<file path="config.mk">
export PLATFORM = sky130hd
export DESIGN_NAME = mbinit_reversalmb_ctrl
export DESIGN_NICKNAME = d
export VERILOG_FILES = /design/src/rtl/mbinit_reversalmb_pkg.sv /design/src/rtl/lane_pass_popcount.sv /design/src/rtl/mbinit_reversalmb_ctrl.sv
export SDC_FILE = /design/constraint.sdc
export NUM_CORES = 1
export LEC_CHECK = 0
export BUFFER_PORTS_ARGS = -buffer_cell sky130_fd_sc_hd__buf_2
export CAP_MARGIN = 20
export CORE_MARGIN = 2
export CORE_UTILIZATION = 40
export CTS_BUF_LIST = sky130_fd_sc_hd__clkbuf_8
export CTS_CLUSTER_SIZE = 24
export DETAILED_ROUTE_END_ITERATION = 16
export PLACE_DENSITY = 0.67
export SYNTH_ARGS = -nofsm -noshare
export SYNTH_HDL_FRONTEND = slang
export SYNTH_HIERARCHICAL = 1
export SYNTH_SLANG_ARGS = --single-unit
</file>
<file path="constraint.sdc">
create_clock -name CLK -period 4.7 [get_ports CLK]
set_input_delay 0.235 -clock CLK [delete_from_list [all_inputs] [get_ports CLK]]
set_output_delay 0.235 -clock CLK [all_outputs]
set_load 0.02 [all_outputs]
</file>
<file path="src/rtl/mbinit_reversalmb_pkg.sv">
// Shared definitions for the MBINIT.REVERSALMB initiator: FSM state encoding and
// the sideband message codes (also used by the responder-side block).
package mbinit_reversalmb_pkg;

  localparam logic [3:0] MSG_NONE        = 4'd0;
  localparam logic [3:0] MSG_INIT_REQ    = 4'd1;
  localparam logic [3:0] MSG_INIT_RESP   = 4'd2;
  localparam logic [3:0] MSG_CLR_REQ     = 4'd3;
  localparam logic [3:0] MSG_CLR_RESP    = 4'd4;
  localparam logic [3:0] MSG_RESULT_REQ  = 4'd5;
  localparam logic [3:0] MSG_RESULT_RESP = 4'd6;
  localparam logic [3:0] MSG_DONE_REQ    = 4'd7;
  localparam logic [3:0] MSG_DONE_RESP   = 4'd8;

  typedef enum logic [3:0] {
    ST_IDLE,
    ST_SEND_INIT,
    ST_WAIT_INIT,
    ST_SEND_CLR,
    ST_WAIT_CLR,
    ST_PATTERN,
    ST_SEND_RESULT,
    ST_WAIT_RESULT,
    ST_EVAL,
    ST_APPLY_REV,
    ST_SEND_DONE,
    ST_WAIT_DONE,
    ST_DONE,
    ST_ERROR
  } state_t;

  // Request code driven while in a SEND state; MSG_NONE everywhere else.
  function automatic logic [3:0] req_code(input state_t st);
    case (st)
      ST_SEND_INIT:   return MSG_INIT_REQ;
      ST_SEND_CLR:    return MSG_CLR_REQ;
      ST_SEND_RESULT: return MSG_RESULT_REQ;
      ST_SEND_DONE:   return MSG_DONE_REQ;
      default:        return MSG_NONE;
    endcase
  endfunction

endpackage

</file>
<file path="src/rtl/lane_pass_popcount.sv">
// Combinational count of passing lanes in the captured partner result.
module lane_pass_popcount #(
  parameter int LANES = 16
) (
  input  logic [LANES-1:0]             lanes,
  output logic [$clog2(LANES+1)-1:0]   count
);

  localparam int CW = $clog2(LANES + 1);

  always_comb begin
    count = '0;
    for (int i = 0; i < LANES; i++) begin
      count = count + CW'(lanes[i]);
    end
  end

endmodule

</file>
<file path="src/rtl/mbinit_reversalmb_ctrl.sv">
// MBINIT.REVERSALMB initiator controller: sideband handshake, lane-ID pattern,
// result evaluation with a single lane-reversal retry. REVERSALMB_TIMEOUT_EN adds wait timeouts.
module mbinit_reversalmb_ctrl
  import mbinit_reversalmb_pkg::*;
#(
  parameter int LANES          = 16,
  parameter int TIMEOUT_CYCLES = 8000
) (
  input  logic             CLK,
  input  logic             rst,
  input  logic             i_MBINIT_REPAIRVAL_end,
  input  logic [3:0]       i_RX_SbMessage,
  input  logic             i_msg_valid,
  input  logic [LANES-1:0] i_RX_lane_result,
  input  logic             i_falling_edge_busy,
  input  logic             i_pattern_done,
  output logic [3:0]       o_TX_SbMessage,
  output logic             o_ValidOutDatat_REVERSALMB,
  output logic             o_pattern_en,
  output logic             o_reversal_en,
  output logic             o_MBINIT_REVERSALMB_end,
  output logic             o_train_error
);

  localparam int CW = $clog2(LANES + 1);
  localparam logic [CW-1:0] PASS_HALF = CW'(LANES / 2);

  state_t           state_reg, state_next;
  logic [LANES-1:0] result_reg;
  logic [CW-1:0]    pass_count;
  logic             timeout_hit;

  logic [3:0] tx_msg_reg, tx_msg_next;
  logic       valid_reg, valid_next;
  logic       pattern_en_reg, pattern_en_next;
  logic       reversal_en_reg, reversal_en_next;
  logic       end_reg, end_next;
  logic       train_error_reg, train_error_next;

  lane_pass_popcount #(.LANES(LANES)) u_popcount (
    .lanes (result_reg),
    .count (pass_count)
  );

`ifdef REVERSALMB_TIMEOUT_EN
  localparam int TW = $clog2(TIMEOUT_CYCLES + 1);
  logic [TW-1:0] tmo_cnt_reg;
  logic          tmo_active;

  assign tmo_active = (state_reg == ST_WAIT_INIT)   || (state_reg == ST_WAIT_CLR) ||
                      (state_reg == ST_WAIT_RESULT) || (state_reg == ST_WAIT_DONE) ||
                      (state_reg == ST_PATTERN);
  assign timeout_hit = tmo_active && (tmo_cnt_reg == TW'(TIMEOUT_CYCLES - 1));

  // Counts cycles spent in the current state; any state change restarts it.
  always_ff @(posedge CLK) begin
    if (rst || (state_next != state_reg)) begin
      tmo_cnt_reg <= '0;
    end else if (tmo_active) begin
      tmo_cnt_reg <= tmo_cnt_reg + 1'b1;
    end
  end
`else
  logic unused_timeout;
  assign unused_timeout = ^TIMEOUT_CYCLES;
  assign timeout_hit    = 1'b0;
`endif

  // State and registered outputs
  always_ff @(posedge CLK) begin
    if (rst) begin
      state_reg       <= ST_IDLE;
      result_reg      <= '0;
      tx_msg_reg      <= MSG_NONE;
      valid_reg       <= 1'b0;
      pattern_en_reg  <= 1'b0;
      reversal_en_reg <= 1'b0;
      end_reg         <= 1'b0;
      train_error_reg <= 1'b0;
    end else begin
      state_reg       <= state_next;
      tx_msg_reg      <= tx_msg_next;
      valid_reg       <= valid_next;
      pattern_en_reg  <= pattern_en_next;
      reversal_en_reg <= reversal_en_next;
      end_reg         <= end_next;
      train_error_reg <= train_error_next;
      if ((state_reg == ST_WAIT_RESULT) && i_msg_valid &&
          (i_RX_SbMessage == MSG_RESULT_RESP)) begin
        result_reg <= i_RX_lane_result;
      end
    end
  end

  // Next-state logic; losing the start level aborts from anywhere.
  always_comb begin
    state_next = state_reg;
    if ((state_reg != ST_IDLE) && !i_MBINIT_REPAIRVAL_end) begin
      state_next = ST_IDLE;
    end else begin
      case (state_reg)
        ST_IDLE:        if (i_MBINIT_REPAIRVAL_end) state_next = ST_SEND_INIT;
        ST_SEND_INIT:   if (i_falling_edge_busy) state_next = ST_WAIT_INIT;
        ST_WAIT_INIT: begin
          if (i_msg_valid && (i_RX_SbMessage == MSG_INIT_RESP)) state_next = ST_SEND_CLR;
          else if (timeout_hit)                                 state_next = ST_ERROR;
        end
        ST_SEND_CLR:    if (i_falling_edge_busy) state_next = ST_WAIT_CLR;
        ST_WAIT_CLR: begin
          if (i_msg_valid && (i_RX_SbMessage == MSG_CLR_RESP)) state_next = ST_PATTERN;
          else if (timeout_hit)                                state_next = ST_ERROR;
        end
        ST_PATTERN: begin
          if (i_pattern_done)   state_next = ST_SEND_RESULT;
          else if (timeout_hit) state_next = ST_ERROR;
        end
        ST_SEND_RESULT: if (i_falling_edge_busy) state_next = ST_WAIT_RESULT;
        ST_WAIT_RESULT: begin
          if (i_msg_valid && (i_RX_SbMessage == MSG_RESULT_RESP)) state_next = ST_EVAL;
          else if (timeout_hit)                                   state_next = ST_ERROR;
        end
        ST_EVAL: begin
          if (pass_count > PASS_HALF) state_next = ST_SEND_DONE;
          else if (!reversal_en_reg)  state_next = ST_APPLY_REV;
          else                        state_next = ST_ERROR;
        end
        ST_APPLY_REV:   state_next = ST_SEND_CLR;
        ST_SEND_DONE:   if (i_falling_edge_busy) state_next = ST_WAIT_DONE;
        ST_WAIT_DONE: begin
          if (i_msg_valid && (i_RX_SbMessage == MSG_DONE_RESP)) state_next = ST_DONE;
          else if (timeout_hit)                                 state_next = ST_ERROR;
        end
        ST_DONE:        state_next = ST_DONE;
        ST_ERROR:       state_next = ST_ERROR;
        default:        state_next = ST_IDLE;
      endcase
    end
  end

  // Outputs decoded from the upcoming state so they register in step with it.
  always_comb begin
    tx_msg_next      = req_code(state_next);
    valid_next       = (req_code(state_next) != MSG_NONE);
    pattern_en_next  = (state_next == ST_PATTERN);
    end_next         = (state_next == ST_DONE);
    train_error_next = (state_next == ST_ERROR);
    reversal_en_next = reversal_en_reg;
    if (state_next == ST_IDLE) begin
      reversal_en_next = 1'b0;
    end else if (state_next == ST_APPLY_REV) begin
      reversal_en_next = 1'b1;
    end
  end

  assign o_TX_SbMessage             = tx_msg_reg;
  assign o_ValidOutDatat_REVERSALMB = valid_reg;
  assign o_pattern_en               = pattern_en_reg;
  assign o_reversal_en              = reversal_en_reg;
  assign o_MBINIT_REVERSALMB_end    = end_reg;
  assign o_train_error              = train_error_reg;

endmodule

</file>
==> results of run 1 <==
-- per-stage QoR --
stage          utilization (%)  hold WS (ns)  power (uW)
2_1_floorplan                -        0.3710       316.3
3_3_place_gp             45.02        0.4442       339.5
3_5_place_dp             45.02        0.4508       339.6
4_1_cts                  46.09        0.1740       474.2
5_1_grt                  46.21        0.1823       499.8
6_report                 46.21        0.1845       466.9
-- placed cells by master, fill, tap and decap left out, types with 3 or more instances in the layout --
cell type  Yosys  layout
xnor2_1        3       3
dfxtp_1       27      27
a31oi_1        3       3
ha_1           5       5
inv_1         32      32
nor2_1         6       6
nand2b_1       3       3
nor3_1         3       3
nor2b_1        3       3
a21oi_1       18      18
clkbuf_8       0       3
nand2_1       35      35
or2_1          3       3
fa_1          10      10
buf_2          4      33
and3_1         3       3
nor3b_1        3       3
-- report_power, final --
group	switching, uW	internal (uW)	leakage, uW
clock	73.0	59.5	0.0000255
combinational	45.6	37.5	0.000559
sequential	16.1	235	0.000218
-- synth_stat cells (3+ instances only) --
library cell	instances
nor3_1	3
a21oi_1	18
clkbuf_1	3
ha_1	5
nor2_1	6
buf_4	3
fa_1	10
or2_1	3
xnor2_1	3
and3_1	3
nand2_1	35
nand2b_1	3
buf_2	4
nor3b_1	3
nor2b_1	3
inv_1	32
dfxtp_1	27
a31oi_1	3
-- cell type report --
type                       count  area (um2)
inverter                      32       120.1
sequential                    27       540.5
fill                         445        2326
clock buffer                   3       41.29
tap                           52       65.06
clock inverter                 1       5.005
timing repair buffer          34       172.7
multi-input combinational    142        1054
-- worst max-delay path, cell delays in order, from the launching register on --
cell	delay (ns)
dfxtp_1	0.33
inv_1	0.06
fa_1	0.56
fa_1	0.44
fa_1	0.53
fa_1	0.42
inv_1	0.07
ha_1	0.15
inv_1	0.05
fa_1	0.48
inv_1	0.05
o31ai_2	0.24
a21boi_0	0.15
a311oi_2	0.28
a21oi_1	0.16
or2_1	0.25
nor3_1	0.17
-- final timing paths --
check	endpoint	depth (start not counted)	start	slack, ns
max reg2reg	o_MBINIT_REVERSALMB_end$_SDFF_PP0_	16	result_reg[0]$_SDFFE_PP0P_	0.24
min reg2reg	result_reg[3]$_SDFFE_PP0P_	2	result_reg[3]$_SDFFE_PP0P_	0.46
max	o_MBINIT_REVERSALMB_end$_SDFF_PP0_	16	result_reg[0]$_SDFFE_PP0P_	0.24
min	result_reg[10]$_SDFFE_PP0P_	3	i_RX_lane_result[10]	0.18
-- cell families after synthesis --
group                      after synthesis  share of synthesized area [%]
other                                    1                         0.2117
adders and majority gates               15                          14.83
and+or+nand+nor                         77                          24.36
buffers and inverters                   44                          10.31
DFF                                     27                          30.51
xor gates and xnor gates                 5                          2.472
AOI/OAI and AO/OA                       44                          17.30
-- routing by layer --
metal | vias up | share of wire, % | track usage (%)
met2 | 25 | 49 | 24.21
met1 | 658 | 47 | 20.38
met3 | 4 | 3.8 | 3.704
met4 | 0 | 0.85 | 4.403
li1 | 757 | - | -
met5 | - | 0 | 0
-- what timing repair did --
action                     CTS  global route
gates resized for setup      0             1
buffers inserted             0             0
setup endpoints to repair    0             4
==> impl_metrics.env, run 1 <==
export IMPL_yosys_area_top_type="dfxtp_1"
export IMPL_worstPathMaxFanout=3
export IMPL_viasPerCell=4.962
export IMPL_peakVddDrop_mv=0.1778
export IMPL_status="finished clean"
export IMPL_synth_ff_type="dfxtp_1"
export IMPL_drive_gt1_share_pct=20.08
export IMPL_gp_congestion=0.8119
export IMPL_setup_worst_path_class="reg -> reg"
export IMPL_synth_seq_cells=27
export IMPL_grt_pass1_vias=1350
export IMPL_clkTransAtPathRegs_ns=0.09
export IMPL_die_h_um=70.55
export IMPL_grt_pass1_wl_mm=6.051
export IMPL_drc=0
export IMPL_dieArea_mm2=0.004977
export IMPL_arrival_ns=4.66
export IMPL_fp_row_count=24
export IMPL_worst_pin_slew_ns=0.9693
export IMPL_crit_path_start_kind="flip-flop"
export IMPL_grt_max_degree=19
export IMPL_h_tree_depth=1
export IMPL_ys_types=54
export IMPL_ys_warn_count=6
export IMPL_root_buffer="clkbuf_8"
export IMPL_wirelength_mm=3.404
export IMPL_synth_async_reset_ratio_pct=0
export IMPL_largest_reg_flops=16
export IMPL_cts_tree="done"
export IMPL_diodes=0
export IMPL_fmax_mhz=224.0
export IMPL_ios=35
export IMPL_worstPathRequired_ns=4.90
export IMPL_holdCritPathClass="in -> reg"
export IMPL_via_count=1444
export IMPL_dp_cells=287
export IMPL_synth_cell_area_mm2=0.001772
export IMPL_fin_setup_tns_ns=0
export IMPL_fin_crit_sh_pct=95.00
export IMPL_dr_pass1_iters=6
export IMPL_synthCells=213
export IMPL_cts_buffers=3
export IMPL_area_growth_pct=12.78
export IMPL_grt_ovfl_total=0
export IMPL_drv_cap=0
export IMPL_antenna_left=0
export IMPL_stdcell_area_mm2=0.001998
export IMPL_pre_cts_slack_ns=0.1108
export IMPL_hold_buffers=0
export IMPL_grt_use_total_pct=15.08
export IMPL_power_leakage_uw=0.0008030
export IMPL_synth_nets=254
export IMPL_netlist_area_leader_share_pct=30.51
export IMPL_fin_cells=291
export IMPL_nNetsFinal=281
export IMPL_finalHoldViolCount=0
export IMPL_port_buffers=33
export IMPL_synth_edf_count=0
export IMPL_fin_ws_ns=0.2350
export IMPL_clock_path_buffers=2
export IMPL_dpl_instance_area_mm2=0.001947
export IMPL_synth_area_top_cells="dfxtp_1 31%, fa_1 11%, nand2_1 7.4%"
export IMPL_wl_per_cell_um=11.70
export IMPL_fp_dieW_um=70.55
export IMPL_powerDensity_mw_per_mm2=233.7
export IMPL_avgSynthCellArea_um2=8.318
export IMPL_period_minus_slack_ns=4.465
export IMPL_final_setup_skew_ns=0.005997
export IMPL_slew_violations=0
export IMPL_rsz0062_at_grt="yes"
export IMPL_slew_headroom_pct=35.03
export IMPL_cts_sinks=27
export IMPL_start_util_pct=40.97
export IMPL_drtIter0Drc=47
export IMPL_ys_seq_area_share_pct=30.51
export IMPL_core_area_mm2=0.004324
export IMPL_grt_antenna_before_repair=0
export IMPL_clkLatencyLatePin_ns=0.28
export IMPL_cp_end_kind="flip-flop"
export IMPL_hpwl_mm=2.592
export IMPL_finalSetupViolCount=0
Power figures use the tool's default switching activity.
==> run 2, diff against run 1 <==
- SYNTH_HIERARCHICAL: 1 -> default
==> impl_metrics.env, run 2 <==
export IMPL_violations="setup timing"
export IMPL_fin_ws_ns=-0.02498
export IMPL_port_buffers=33
export IMPL_drc=0
export IMPL_core_area_mm2=0.004294
export IMPL_finalSetupViolCount=4
export IMPL_period_minus_slack_ns=4.725
export IMPL_cts_tree="done"
export IMPL_ios=35
export IMPL_arrival_ns=4.91
export IMPL_drtIter0Drc=65
export IMPL_powerDensity_mw_per_mm2=257.0
export IMPL_start_util_pct=40.71
export IMPL_status="finished, violations left"
export IMPL_fin_setup_tns_ns=-0.04619
export IMPL_grt_use_total_pct=14.28
export IMPL_slew_headroom_pct=53.49
export IMPL_yosysMostFrequentCell="nor2_1"
export IMPL_viasPerCell=4.990
export IMPL_rsz0062_at_grt="yes"
export IMPL_ys_top_cells_by_count="39 x nor2_1, 28 x dfxtp_1, 27 x inv_1"
export IMPL_cts_buffers=3
export IMPL_grt_antenna_before_repair=0
export IMPL_synth_async_reset_ratio_pct=0
export IMPL_grt_max_degree=31
export IMPL_fin_crit_sh_pct=100.5
export IMPL_layout_commonest_cell="nor2_1"
export IMPL_dp_cells=290
export IMPL_netlist_area_leader_share_pct=32.07
export IMPL_ys_warn_count=0
export IMPL_avgSynthCellArea_um2=8.363
export IMPL_nFillCells=414
export IMPL_nNetsFinal=287
export IMPL_via_count=1482
export IMPL_largest_reg_flops=16
export IMPL_r2r_slack_ns=-0.02
export IMPL_fp_row_count=24
export IMPL_hold_buffers=0
export IMPL_synth_ff_type="dfxtp_1"
export IMPL_peakVddDrop_mv=0.1121
export IMPL_h_tree_depth=1
export IMPL_pre_cts_slack_ns=-0.2138
export IMPL_clock_path_buffers=2
export IMPL_ys_types=50
export IMPL_cp_end_kind="flip-flop"
export IMPL_holdCritPathClass="in -> reg"
export IMPL_dpl_instance_area_mm2=0.001998
export IMPL_synth_edf_count=0
export IMPL_gp_congestion=0.7917
export IMPL_fp_dieW_um=70.11
export IMPL_synth_nets=250
export IMPL_grt_ovfl_total=0
export IMPL_worstPathRequired_ns=4.88
export IMPL_fin_cells=297
export IMPL_grt_pass1_vias=1380
export IMPL_worstPathMaxFanout=6
export IMPL_drive_gt1_share_pct=28.98
export IMPL_stdcell_area_mm2=0.002160
export IMPL_final_setup_skew_ns=0.002381
export IMPL_die_h_um=70.11
export IMPL_synth_area_top_cells="dfxtp_1 32%, fa_1 11%, nor2_1 8.4%"
export IMPL_grt_pass1_wl_mm=5.796
export IMPL_wirelength_mm=3.500
export IMPL_dr_pass1_iters=4
export IMPL_power_leakage_uw=0.0008917
export IMPL_slew_violations=0
export IMPL_hpwl_mm=2.564
export IMPL_setup_worst_path_class="reg -> reg"
export IMPL_drv_cap=0
export IMPL_finalHoldViolCount=0
export IMPL_p_total_uw=555.1
export IMPL_ys_seq_area_share_pct=32.07
export IMPL_crit_path_start_kind="flip-flop"
export IMPL_fmax_mhz=211.6
export IMPL_dieArea_mm2=0.004915
export IMPL_antenna_left=0
export IMPL_yosys_area_top_type="dfxtp_1"
export IMPL_synth_seq_cells=28
export IMPL_clkTransAtPathRegs_ns=0.09
export IMPL_layout_common_cells="38 x nor2_1, 33 x buf_2, 26 x inv_1, 26 x dfxtp_1, 19 x a21oi_1"
export IMPL_cts_sinks=28
export IMPL_clkLatencyLatePin_ns=0.27
export IMPL_worst_pin_slew_ns=0.6889
export IMPL_root_buffer="clkbuf_8"
export IMPL_synth_cell_area_mm2=0.001748
export IMPL_diodes=0
export IMPL_area_growth_pct=23.55
export IMPL_wl_per_cell_um=11.78
export IMPL_synthCells=209
## run 2: final cells by class
class	instances	area, um2	area share (%)
clock buffer	4	55.05	2.549
multi-input combinational	144	1135	52.55
sequential	28	563.0	26.07
tap	52	65.06	3.013
timing repair buffer	42	240.2	11.12
inverter	27	101.3	4.693
## run 2: critical path: stages (launching register included)
cell and delay (ns):
dfxtp_2 0.35, ha_4 0.26, inv_2 0.03, fa_1 0.48, fa_1 0.42, fa_1 0.51
fa_1 0.43, fa_2 0.36, fa_2 0.35, xor2_1 0.14, and3_1 0.17, a211o_1 0.33
buf_6 0.14, a311oi_2 0.18, buf_4 0.20, nand3_2 0.12, o32ai_2 0.16
## run 2: cell families (layout without fill, tap and decap cells)
logic type      after synthesis  in the layout  synth area share [%]
other cells                   1              1                0.2145
mux                           3              3                 1.718
buf+inv                      37             73                 8.304
simple gates                 78             78                 22.98
fa+ha+maj                    15             15                 15.03
compound gates               44             44                 18.18
flops                        28             28                 32.07
xor+xnor                      3              3                 1.503
## run 2: path summary, 6_finish.rpt
check | startpoint | end | depth (start not counted)
min | i_RX_lane_result[10] | result_reg[10]$_SDFFE_PP0P_ | 3
min reg2reg | o_reversal_en$_SDFFE_PP0N_ | o_reversal_en$_SDFFE_PP0N_ | 2
max | result_reg[0]$_SDFFE_PP0P_ | o_TX_SbMessage[0]$_SDFF_PP0_ | 16
max reg2reg | result_reg[0]$_SDFFE_PP0P_ | o_TX_SbMessage[0]$_SDFF_PP0_ | 16
## run 2: report_power, final
group          internal [uW]  leakage (uW)  switching [uW]
Clock                   74.9     0.0000288            71.8
Sequential               247      0.000227            15.8
Combinational           68.7      0.000636            77.2
## run 2: repair_timing
action                                  in CTS  in global routing
pin swaps                                    2                  3
endpoints found under the setup margin       9                  9
buffers inserted                             2                  1
resized for setup                            8                 11
## run 2: through the flow
step                util [%]  hold WS, ns
finish                 50.29       0.1832
detailed placement     46.53       0.4668
global placement       46.53       0.4570
global route           50.29       0.1972
floorplan                  -       0.3736
CTS                    49.04       0.1785
## run 2: per-layer routing
metal / global-route usage [%] / vias up / part of all wire [%]
met4: 5.128 / 0 / 1.0
met1: 18.33 / 684 / 47
li1: - / 767 / -
met3: 2.020 / 4 / 3.2
met2: 24.44 / 27 / 49
met5: 0 / - / 0
